[config.mk]
export PLATFORM = sky130hd
export DESIGN_NAME = clock_divider
export DESIGN_NICKNAME = d
export VERILOG_FILES = /design/src/rtl/clock_divider.sv
export SDC_FILE = /design/constraint.sdc
export NUM_CORES = 1
export LEC_CHECK = 0
export ABC_CLOCK_PERIOD_IN_PS = 1300
export CAP_MARGIN = 10
export CORE_AREA = 8 8 45 47
export DETAILED_ROUTE_END_ITERATION = 12
export DIE_AREA = 0 0 53 55
export SLEW_MARGIN = 20
export SYNTH_ARGS = -nofsm -noshare
export SYNTH_HDL_FRONTEND = slang
export SYNTH_SLANG_ARGS = --single-unit
export TNS_END_PERCENT = 50
[constraint.sdc]
create_clock -name clkIN -period 1.3 [get_ports clkIN]
set_clock_uncertainty 0.05 [all_clocks]
set_input_delay 0.26 -clock clkIN [delete_from_list [all_inputs] [get_ports clkIN]]
set_output_delay 0.26 -clock clkIN [all_outputs]
set_load 0.005 [all_outputs]
[src/rtl/clock_divider.sv]
// clock_divider: one-cycle strobe every VALUE clkIN cycles, synchronous active-high reset.
module clock_divider #(
  parameter int VALUE = 5
) (
  input  logic clkIN,
  input  logic resetIN,
  output logic clkOUT = 1'b0
);
  localparam int W = (VALUE > 1) ? $clog2(VALUE) : 1;
  localparam logic [W-1:0] LAST = W'(VALUE - 1);
  if (VALUE < 1) begin : g_bad_value
    $error("clock_divider: VALUE must be >= 1");
  end
  logic [W-1:0] count = '0;
  logic wrap;
  always_comb wrap = (count == LAST);
  // The strobe is registered on the same edge that wraps the counter.
  always_ff @(posedge clkIN) begin
    count  <= resetIN ? '0 : (wrap ? '0 : count + 1'b1);
    clkOUT <= resetIN ? 1'b0 : wrap;
  end
endmodule

==> impl_metrics.json, run 1 <==
{
  "drt_iter0_drc": 2,
  "synth_top_area_share_pct": 51.20,
  "final-setup-viol-count": 0,
  "fp.coreArea_sq_mm": 0.001384,
  "cts_tree": "built",
  "ir_drop_v": 0.0003812,
  "cp_slowest_cell": "or3b_4",
  "final_cells": 36,
  "critical_path_arrival_ns": 1.30,
  "grtUsageTotal_pct": 2.568,
  "clockBufferDepth": 2,
  "synth_warnings": 0,
  "leakage_uw": 0.00009602,
  "max_slew_margin_pct": 88.83,
  "power_density_mw_per_mm2": 1409,
  "rows": 14,
  "hpwl_microns": 197.9,
  "reg2reg_from": "count[0]$_SDFF_PP0_",
  "hold_buffers": 0,
  "grt_setup_unrepaired": "no",
  "cts.sinks": 4,
  "insertion_delay_ns": 0.24,
  "dieArea_sq_mm": 0.002915,
  "syn-num-nets": 19,
  "clk_pin_slew_ns": 0.04,
  "routed_wl_microns": 273,
  "numCtsBuffers": 3,
  "grt_overflow_total": 0,
  "drc": 0,
  "finalWeightedCongestion": 0.6262,
  "status": "finished, final reports clean",
  "synthTopCellsByArea": "dfxtp_1 (51%), ha_1 (16%), and3b_1 (5.6%)",
  "grt_pass1_vias": 128,
  "clockRootBuffer": "clkbuf_4",
  "hold_viol_final": 0,
  "vias": 119,
  "min-delay-start": "count[0]$_SDFF_PP0_",
  "antenna_found_initial": 0,
  "final_nets": 26,
  "die_h_microns": 55,
  "synth_cell_types": 10,
  "cp_cell_sequence": "inv_1 -> ha_2 -> or3b_4 -> a21oi_2",
  "cp-start-kind": "flip-flop",
  "crit_required_ns": 1.41,
  "critical_path.top_delay_family": "simple AND/OR/NAND/NOR gates",
  "holdPathStages": 1,
  "grt_max_degree": 5,
  "syn_area_sq_um": 156.4,
  "ff2ff_setup_slack_ns": 0.11,
  "die_x_microns": 53,
  "layout_common_cells": "dfxtp_1 (3), clkbuf_4 (3), inv_1 (2)",
  "cts-htree-levels": 1,
  "ant_nets": 0,
  "wl_per_cell_microns": 7.583,
  "postSynthCellCount": 15,
  "cp.buffers_inverters": 1,
  "final_core_util_pct": 16.46,
  "hold_path_end": "count[0]$_SDFF_PP0_",
  "slew_violations": 0,
  "rr_endpoint": "count[2]$_SDFF_PP0_",
  "critPathMaxFanout": 3,
  "grt_pass1_wl_microns": 469,
  "timing.fmax_mhz": 839.8,
  "setup_tns_ns": 0,
  "min_period_ns": 1.191,
  "avgSynthCellArea_sq_um": 10.43,
  "pre_cts_slack_ns": 0.06839,
  "cp-end-kind": "flip-flop",
  "reg2reg_depth": 4,
  "viasPerCell": 3.306,
  "setup_ws_ns": 0.1093,
  "first_pass_iters": 2,
  "finalCritPeriodShare_pct": 91.59,
  "area_growth_pct": 45.60,
  "crit_type": "reg -> reg",
  "drive_gt1_share_pct": 35.00,
  "io_buffers": 2,
  "antenna_cells": 0,
  "ys_ff_latch": 4,
  "min-delay-path-class": "reg -> reg",
  "initial_utilization_pct": 11.30,
  "critPathMaxStageDelay_ns": 0.37,
  "post-synth-top-area-cell": "dfxtp_1",
  "io_pins": 3,
  "tightest_slew_ns": 0.1665,
  "drv_cap": 0,
  "dp_cells": 33,
  "p_total_uw": 320.8,
  "yosysSeqAreaShare_pct": 51.20
}
==> layer usage <==
metal / GRT usage (%) / share of wire, % / vias up
li1: - / - / 60
met1: 1.824 / 39 / 55
met2: 3.320 / 51 / 4
met3: 2.406 / 9.2 / 0
met4: 3.879 / 0 / 0
met5: 0 / 0 / -
==> timing repair <==
action                     CTS  global route
resized for setup            1             4
pin swaps                    0             0
cloned                       0             0
buffers inserted             0             0
setup endpoints to repair    1             1
==> worst reg2reg max path, delay by kind of cell (launching register included) <==
kind / cells / cell delay, ns
flip-flops: 1 / 0.33
AND/OR/NAND/NOR: 1 / 0.37
buffers and inverters: 1 / 0.05
adder cells (fa/ha/maj): 1 / 0.19
AO/OA/AOI/OAI: 1 / 0.13
==> kinds of logic after synthesis <==
group	synth area share, %
simple gates	20.00
flops	51.20
compound gates	7.999
buf+inv	4.802
fa+ha+maj	16.00
==> Yosys cell counts <==
cell type  instances
a21oi_1            1
ha_1               2
or3b_1             1
and3b_1            1
nand2b_1           1
dfxtp_1            4
nand2_1            1
a211oi_1           1
inv_1              2
nor2_1             1
==> where the power goes <==
part	leakage [uW]	internal (uW)	switching [uW]	total (uW)
registers	0.0000330	133	5.42	138
clock network	0.0000138	103	49.6	153
logic	0.0000492	16.2	13.4	29.5
==> metrics by stage <==
step                hold WS (ns)  instance area [sq um]
finish                    0.3679                  227.7
CTS                       0.4142                  217.7
global placement          0.3979                  196.4
detailed placement        0.4093                  196.4
global route              0.3876                  227.7
floorplan                 0.2791                  156.4
==> state kept, by name (all words and copies together), names as in the netlist <==
register	cells
clkOUT	1
count	3
==> worst max path at each step <==
| stage | from | endpoint | depth (start not counted) |
|---|---|---|---|
| 5_1_grt | count[0]$_SDFF_PP0_ | count[2]$_SDFF_PP0_ | 4 |
| 3_3_place_gp | count[0]$_SDFF_PP0_ | count[2]$_SDFF_PP0_ | 4 |
| 2_1_floorplan | count[0]$_SDFF_PP0_ | count[2]$_SDFF_PP0_ | 4 |
| 3_5_place_dp | count[0]$_SDFF_PP0_ | count[2]$_SDFF_PP0_ | 4 |
| 6_report | count[0]$_SDFF_PP0_ | count[2]$_SDFF_PP0_ | 4 |
| 4_1_cts | count[0]$_SDFF_PP0_ | count[2]$_SDFF_PP0_ | 4 |
==> final cells by class <==
type	count	area (sq um)
clock buffers	3	22.52
flip-flops and latches	4	81.33
well taps	16	20.02
inverters	2	7.507
repair buffers	2	18.77
multi-input cells	9	77.57
fillers	146	1156
Note: power is estimated with default switching activity, not from simulation.
==> run 2: changes to the inputs <==
--- a/config.mk
+++ b/config.mk
@@ -5,9 +5,10 @@
 export SDC_FILE = /design/constraint.sdc
 export NUM_CORES = 1
 export LEC_CHECK = 0
-export ABC_CLOCK_PERIOD_IN_PS = 1300
+export ABC_CLOCK_PERIOD_IN_PS = 1050
 export CAP_MARGIN = 10
 export CORE_AREA = 8 8 45 47
+export CTS_BUF_LIST = sky130_fd_sc_hd__clkbuf_4
 export DETAILED_ROUTE_END_ITERATION = 12
 export DIE_AREA = 0 0 53 55
 export SLEW_MARGIN = 20
==> constraint.sdc (replaced) <==
create_clock -name clkIN -period 1.05 [get_ports clkIN]
set_clock_uncertainty 0.05 [all_clocks]
set_input_delay 0.21 -clock clkIN [delete_from_list [all_inputs] [get_ports clkIN]]
set_output_delay 0.21 -clock clkIN [all_outputs]
set_load 0.005 [all_outputs]
==> run 2 against run 1 <==
The flow now finishes with violations (setup timing). Highest routed layer unchanged. First-iteration DRC count down 100%. Critical path type unchanged. Clock-buffer cell count unchanged. Die area unchanged. Core utilization up 2.8 points. Critical path depth unchanged. Worst hold slack better by 0.070 ns. Fmax up 8.2%.
==> impl_metrics.json, run 2 (synthesis results as in run 1) <==
{
  "status": "finished with violations",
  "violations": "setup timing",
  "grt_pass1_wl_microns": 489,
  "finalWeightedCongestion": 0.6076,
  "grt_max_degree": 5,
  "numCtsBuffers": 3,
  "grt_pass1_vias": 131,
  "tightest_slew_ns": 0.1583,
  "vias": 126,
  "insertion_delay_ns": 0.23,
  "io_buffers": 2,
  "leakage_uw": 0.0001057,
  "top_regs": "count: 3 flops, clkOUT: 1 flops",
  "critical_path_arrival_ns": 1.21,
  "p_clk_share_pct": 43.7,
  "ff2ff_setup_slack_ns": -0.05,
  "cp-start-kind": "flip-flop",
  "final-setup-viol-count": 1,
  "seq_area_sq_um": 82.58,
  "min_period_ns": 1.101,
  "setup_ws_ns": -0.05083,
  "drc": 0,
  "p_total_uw": 419.2,
  "max_slew_margin_pct": 89.43,
  "multi_input_area_sq_um": 91.34,
  "pwr-share-comb_pct": 14.5,
  "timing.fmax_mhz": 908.4,
  "ant_nets": 0,
  "routed_wl_microns": 275,
  "drv_cap": 0,
  "cts-htree-levels": 1,
  "hold_buffers": 0,
  "pre_cts_slack_ns": -0.06231,
  "final_cells": 39,
  "die_x_microns": 53,
  "hold_viol_final": 0,
  "fill_cells": 151,
  "fp.coreArea_sq_mm": 0.001384,
  "rows": 14,
  "cts_tree": "built",
  "grt_setup_unrepaired": "yes",
  "drt_iter0_drc": 0,
  "grtUsageTotal_pct": 2.838,
  "grt_overflow_total": 0,
  "regMostFlops": "count",
  "critPathMaxFanout": 3,
  "first_pass_iters": 1,
  "largest_reg_flops": 3,
  "ir_drop_v": 0.0004126,
  "crit_required_ns": 1.16,
  "clockBufferDepth": 2,
  "initial_utilization_pct": 11.30,
  "cp-end-kind": "flip-flop",
  "drive_gt1_share_pct": 60.87,
  "clk_pin_slew_ns": 0.04,
  "antenna_found_initial": 0,
  "dp_cells": 35,
  "p_int_uw": 329.3,
  "swShare_pct": 21.45,
  "finalCritPeriodShare_pct": 104.8,
  "clockRootBuffer": "clkbuf_4",
  "p_seq_share_pct": 41.8,
  "die_h_microns": 55,
  "cts.sinks": 4,
  "wl_per_cell_microns": 7.051,
  "dieArea_sq_mm": 0.002915,
  "antenna_cells": 0,
  "min-delay-path-class": "reg -> reg",
  "io_pins": 3,
  "crit_type": "reg -> reg",
  "viasPerCell": 3.231,
  "final_nets": 29,
  "area_growth_pct": 70.40,
  "p_switching_uw": 89.91,
  "hpwl_microns": 190.2,
  "slew_violations": 0,
  "layout_common_cells": "clkbuf_4 (3), buf_4 (3), inv_2 (2), dfxtp_1 (2), dfxtp_2 (2)",
  "power_density_mw_per_mm2": 1573
}
[run 2: path summary, 6_finish.rpt]
kind,endpoint,cells past startpoint,startpoint
setup / recovery,count[2]$_SDFF_PP0_,4,count[0]$_SDFF_PP0_
hold / removal,clkOUT$_SDFF_PP0_,2,count[2]$_SDFF_PP0_
setup reg to reg,count[2]$_SDFF_PP0_,4,count[0]$_SDFF_PP0_
hold reg to reg,clkOUT$_SDFF_PP0_,2,count[2]$_SDFF_PP0_
[run 2: metrics by stage]
step                      TNS [ns]  util (%)  area (sq um)  hold slack (ns)
after floorplan           -0.02691         -         161.4           0.2291
after global placement    -0.08124     15.64         216.5           0.3581
after detailed placement  -0.06231     15.64         216.5           0.3590
after CTS                 -0.09832     17.18         237.7           0.3751
after global routing       -0.1035     19.26         266.5           0.4660
final                     -0.05083     19.26         266.5           0.4383
[run 2: cell type report]
type / count / share of cell area (%)
inverters: 2 / 2.817
multi-input cells: 9 / 34.27
clock buffers: 3 / 8.451
repair buffers: 5 / 15.96
well taps: 16 / 7.512
flip-flops and latches: 4 / 30.99
[run 2: critical path, cell delays in order (launching register included)]
cell and delay, ns:
dfxtp_2 0.33, inv_2 0.04, ha_4 0.14, or3b_1 0.34
a21oi_1 0.12
[run 2: repair_timing]
action | in CTS | in global routing
pin swaps | 0 | 1
gates resized for setup | 1 | 7
buffers inserted | 0 | 1
endpoints found under the setup margin | 3 | 4
[run 2: routing by layer]
layer / vias to the layer above / share of wire, % / GRT usage (%)
met2: 2 / 62 / 3.711
met5: - / 0 / 0
met1: 58 / 33 / 1.818
met4: 0 / 0 / 6.466
met3: 0 / 4.7 / 1.604
li1: 66 / - / -
[run 2: power groups by stage]
| stage | Clock [uW] | Sequential [uW] | Combinational, uW |
|---|---|---|---|
| after floorplan | 0 | 173 | 22.6 |
| after global placement | 0 | 175 | 43.6 |
| after detailed placement | 0 | 175 | 44.0 |
| after CTS | 198 | 173 | 45.1 |
| after global routing | 214 | 176 | 71.6 |
| final | 183 | 175 | 60.9 |
